==> config.mk <==
export PLATFORM = sky130hd
export DESIGN_NAME = comp_bist
export DESIGN_NICKNAME = d
export VERILOG_FILES = /design/src/rtl/comp_pkg.sv /design/src/rtl/comp_ref.sv /design/src/rtl/comp_bist.sv
export SDC_FILE = /design/constraint.sdc
export NUM_CORES = 1
export LEC_CHECK = 0
export BUFFER_PORTS_ARGS = -buffer_cell sky130_fd_sc_hd__buf_4
export CAP_MARGIN = 20
export CORE_UTILIZATION = 40
export CTS_CLUSTER_SIZE = 20
export DETAILED_ROUTE_END_ITERATION = 10
export PLACE_DENSITY = 0.62
export SLEW_MARGIN = 20
export SYNTH_ARGS = -nofsm -noshare
export SYNTH_HDL_FRONTEND = slang
export SYNTH_HIERARCHICAL = 1
export SYNTH_SLANG_ARGS = --single-unit
==> constraint.sdc <==
create_clock -name clk -period 3.41 [get_ports clk]
set_input_delay 0.341 -clock clk [delete_from_list [all_inputs] [get_ports clk]]
set_output_delay 0.341 -clock clk [all_outputs]
set_load 0.02 [all_outputs]
==> src/rtl/comp_pkg.sv <==
// Shared types and the golden two's-complement function for the complement-unit BIST.
// Operands up to 32 bits; callers truncate the result to their own width.
package comp_pkg;

  typedef enum logic [1:0] {
    S_IDLE  = 2'd0,
    S_DRIVE = 2'd1,
    S_CHECK = 2'd2,
    S_DONE  = 2'd3
  } state_t;

  localparam int WIDTH_DEF = 4;

  function automatic logic [31:0] twos_comp(input logic [31:0] v);
    return ~v + 32'd1;
  endfunction

endpackage

==> src/rtl/comp_ref.sv <==
// Combinational two's-complement reference: o = (~a + 1) mod 2^WIDTH.
// Latency 0 cycles; no flow control, purely combinational.
module comp_ref
  import comp_pkg::*;
#(
  parameter int WIDTH = WIDTH_DEF
) (
  input  logic [WIDTH-1:0] a,
  output logic [WIDTH-1:0] o
);

  assign o = WIDTH'(twos_comp(32'(a)));

endmodule

==> src/rtl/comp_bist.sv <==
// Exhaustive BIST sweep of a WIDTH-bit complement unit; done 2^WIDTH*(DWELL+1) cycles after start.
// No backpressure: start is only honoured in IDLE/DONE and ignored while busy.
module comp_bist
  import comp_pkg::*;
#(
  parameter int WIDTH = WIDTH_DEF,
  parameter int DWELL = 2
) (
  input  logic             clk,
  input  logic             rst,
  input  logic             start,
  output logic [WIDTH-1:0] dut_a,
  input  logic [WIDTH-1:0] dut_o,
  output logic             busy,
  output logic             done,
  output logic             pass,
  output logic [WIDTH:0]   err_count,
  output logic             fail_seen,
  output logic [WIDTH-1:0] first_fail
);

  localparam logic [WIDTH-1:0] VEC_LAST   = '1;
  localparam logic [7:0]       DWELL_LAST = 8'(DWELL - 1);
  localparam logic [WIDTH:0]   ERR_MAX    = {1'b1, {WIDTH{1'b0}}};

  state_t           state_q, state_d;
  logic [WIDTH-1:0] vec_q, vec_d;
  logic [7:0]       dwell_q, dwell_d;
  logic [WIDTH:0]   err_q, err_d;
  logic             fail_q, fail_d;
  logic [WIDTH-1:0] first_q, first_d;
  logic [WIDTH-1:0] exp_o;

  comp_ref #(.WIDTH(WIDTH)) u_ref (
    .a (vec_q),
    .o (exp_o)
  );

  always_comb begin
    state_d = state_q;
    vec_d   = vec_q;
    dwell_d = dwell_q;
    err_d   = err_q;
    fail_d  = fail_q;
    first_d = first_q;
    case (state_q)
      S_IDLE, S_DONE: begin
        if (start) begin
          state_d = S_DRIVE;
          vec_d   = '0;
          dwell_d = '0;
          err_d   = '0;
          fail_d  = 1'b0;
          first_d = '0;
        end
      end
      S_DRIVE: begin
        if (dwell_q == DWELL_LAST) begin
          state_d = S_CHECK;
        end else begin
          dwell_d = dwell_q + 8'd1;
        end
      end
      S_CHECK: begin
        if (dut_o != exp_o) begin
          if (err_q != ERR_MAX) begin
            err_d = err_q + (WIDTH+1)'(1);
          end
          if (!fail_q) begin
            fail_d  = 1'b1;
            first_d = vec_q;
          end
        end
        // Last vector stops the sweep rather than wrapping back to 0.
        if (vec_q == VEC_LAST) begin
          state_d = S_DONE;
        end else begin
          vec_d   = vec_q + WIDTH'(1);
          dwell_d = '0;
          state_d = S_DRIVE;
        end
      end
      default: state_d = S_IDLE;
    endcase
  end

  always_ff @(posedge clk) begin
    if (rst) begin
      state_q <= S_IDLE;
      vec_q   <= '0;
      dwell_q <= '0;
      err_q   <= '0;
      fail_q  <= 1'b0;
      first_q <= '0;
    end else begin
      state_q <= state_d;
      vec_q   <= vec_d;
      dwell_q <= dwell_d;
      err_q   <= err_d;
      fail_q  <= fail_d;
      first_q <= first_d;
    end
  end

  assign dut_a      = vec_q;
  assign busy       = (state_q == S_DRIVE) || (state_q == S_CHECK);
  assign done       = (state_q == S_DONE);
  assign pass       = (state_q == S_DONE) && (err_q == '0);
  assign err_count  = err_q;
  assign fail_seen  = fail_q;
  assign first_fail = first_q;

endmodule

==> impl_metrics.yaml <==
logic_synthesis:
  seq_area_frac_synth_pct: 33.8
  synth.area.top_cells: "dfxtp_1, ha_1, a21oi_1"
  yosysWarningCount: 6
  synthCells: 174
  ys_ff_latch: 24
  ys_top_cells_by_count: "dfxtp_1, nand2_1, nor2_1"
  yosys.area.top_type_share_pct: 33.8
  yosysTopAreaCell: "dfxtp_1"
  async_flop_share_pct: 0
  avgSynthCellArea_um2: 8.16
  synthFlopType: "dfxtp_1"
  syn_nets: 191
  syn_area_um2: 1420
  synth_edf_count: 0
  yosysMostFrequentCell: "dfxtp_1"
  yosysUniqueCellTypes: 40
flow_run:
  drv_cap: 0
timing:
  maxSlewViolCount: 0
  worst_slew_pin_slew_ns: 0.729
  finalSetupViolations: 0
  tns_ns: 0
  fin_skew_ns: 0.00355
  grt_setup_unrepaired: "false"
  layout_min_cycle_time_ns: 2.29
  period_share_pct: 67.1
  whs_ns: 0.351
  hold_viol_final: 0
  fmax_mhz: 437
  max_slew_margin_pct: 51.4
layout:
  fin_util_pct: 49.5
  antenna_cells: 0
  fin_nets: 212
  num-fill-cells: 357
  post_route_cells_drive_above_1_share_pct: 18.0
  area_delta_synth_final_pct: 17.2
worst_hold_path:
  min_from: "rst"
  min_path_type: "input pin to flop"
  whs_endpoint: "err_count[1]"
  whs_path_depth: 2
worst_setup_path:
  required_ns: 3.68
  endpoint_kind: "flop"
  crit_type: "flop to flop"
  r2r_slack_ns: 1.12
  reg2reg_depth: 6
  r2r_end: "err_count[4]"
  path_max_fanout: 21
  start_kind: "flop"
  crit_arrival_ns: 2.56
  worstReg2RegStart: "state_q[0]"
clocking:
  numClockSinks: 24
  post_cts_buffers: 0
  root_buffer: "clkbuf_4"
  clk_latency_ns: 0.32
  cts_hold_buf: 0
  cts_tree: "yes"
  clkTransAtPathRegs_ns: 0.14
  numCtsBuffers: 3
  clockBufferDepth: 2
  htreeDepth: 1
  cts_resized: 0
global_routing:
  grt_pass1_vias: 1117
  grtUsageTotal_pct: 17.3
  antenna_found_initial: 0
  grt-ovfl-total: 0
  grt_pass1_wl_mm: 4.93
  grt_max_degree: 24
power_and_ir_drop:
  power.density_nw_per_um2: 477
  leakage_nw: 0.639
  vdd_drop_max_mv: 0.154
placed_design:
  place_congestion: 0.803
  io_buffers: 23
  place_hpwl_mm: 2.24
routing:
  drtPass1Iterations: 4
  route.detailed.wl_per_inst_um: 12.9
  wl_mm: 3.09
  route.antenna.remaining_nets: 0
  num_vias: 1309
  viasPerCell: 5.45
  detail_route.iter0.violations: 106
  post-route-drc-count: 0
floorplan:
  rows: 21
  die_h_um: 61.6
  die_area_um2: 3790
  start_util_pct: 42.2
  die_x_um: 61.6
  core_um2: 3360
  num_io_pins: 24
run_status:
  status: "completed"
per-layer routing:
metal	part of all wire, %	GRT usage [%]
met1	48	22.5
met2	48	28.3
met3	3.2	2.94
met4	0.74	7.30
met5	0	0
how the worst max path moves through the flow:
stage	slack, ns	startpoint	endpoint
6_report	1.12	state_q[0]	err_count[4]
5_1_grt	0.90	state_q[0]	dwell_q[2]
4_1_cts	1.12	state_q[0]	err_count[4]
3_5_place_dp	1.17	state_q[0]	err_count[4]
3_3_place_gp	1.23	state_q[0]	err_count[4]
2_1_floorplan	1.22	dut_a[0]	first_fail[2]
registers in the layout, indices dropped and copies added (netlist names):
signal      flops
fail_seen       1
first_fail      4
err_count       5
state_q         2
dwell_q         8
dut_a           4
where the power goes:
group | leakage, nW | internal (mW) | switching [mW] | total [mW]
clock | 0.0279 | 0.119 | 0.0942 | 0.213
combinational | 0.417 | 0.0997 | 0.167 | 0.267
sequential | 0.194 | 0.296 | 0.0175 | 0.313
total | 0.639 | 0.514 | 0.279 | 0.793
metrics by stage:
| stage | worst slack, ns | instances | instance area [um2] | total power [mW] |
|---|---|---|---|---|
| floorplan | 1.22 | 174 | 1420 | 0.521 |
| global placement | 1.23 | 236 | 1610 | 0.581 |
| detailed placement | 1.17 | 236 | 1610 | 0.585 |
| CTS | 1.12 | 240 | 1660 | 0.799 |
| global route | 0.901 | 240 | 1660 | 0.839 |
| finish | 1.12 | 240 | 1660 | 0.793 |
cells by family (layout without fill, tap and decap cells):
| logic type | count (synthesis) | count (layout) | synth area share, % |
|---|---|---|---|
| fa+ha+maj | 10 | 10 | 8.81 |
| mux | 2 | 2 | 1.41 |
| flops | 24 | 24 | 33.8 |
| simple gates | 74 | 74 | 27.5 |
| buf+inv | 19 | 39 | 5.90 |
| compound gates | 41 | 41 | 20.1 |
| xor+xnor | 4 | 4 | 2.47 |
final cells by class:
type                    instances  area, um2  share of cell area, %
repair buffers                 23        173                   10.4
multi-input cells             131        856                   51.4
clock buffers                   3       22.5                   1.35
inverters                      12       45.0                   2.71
clock inverters                 1       30.0                   1.80
flip-flops and latches         24        480                   28.9
well taps                      46       57.6                   3.46
cell usage in the layout, fill, tap and decap left out, types with 3 or more instances in the layout:
cell and count:
dfxtp_1 24, nor2_1 14, buf_4 23, nor3_1 7, a31oi_1 5, o21ai_0 7
ha_1 10, nor2b_1 3, or3_1 3, and3_1 4, nand3_1 11, nand2_1 14
a21oi_1 12, inv_1 12, clkbuf_4 3, a31o_2 4, nand2b_1 7
critical path: stages, from the launching register on:
cell	delay, ns
dfxtp_1	0.38
inv_1	0.07
ha_1	0.62
mux2i_1	0.20
o21bai_4	0.27
or4b_1	0.52
a31oi_1	0.16
Note: power is estimated with default switching activity, not from simulation.
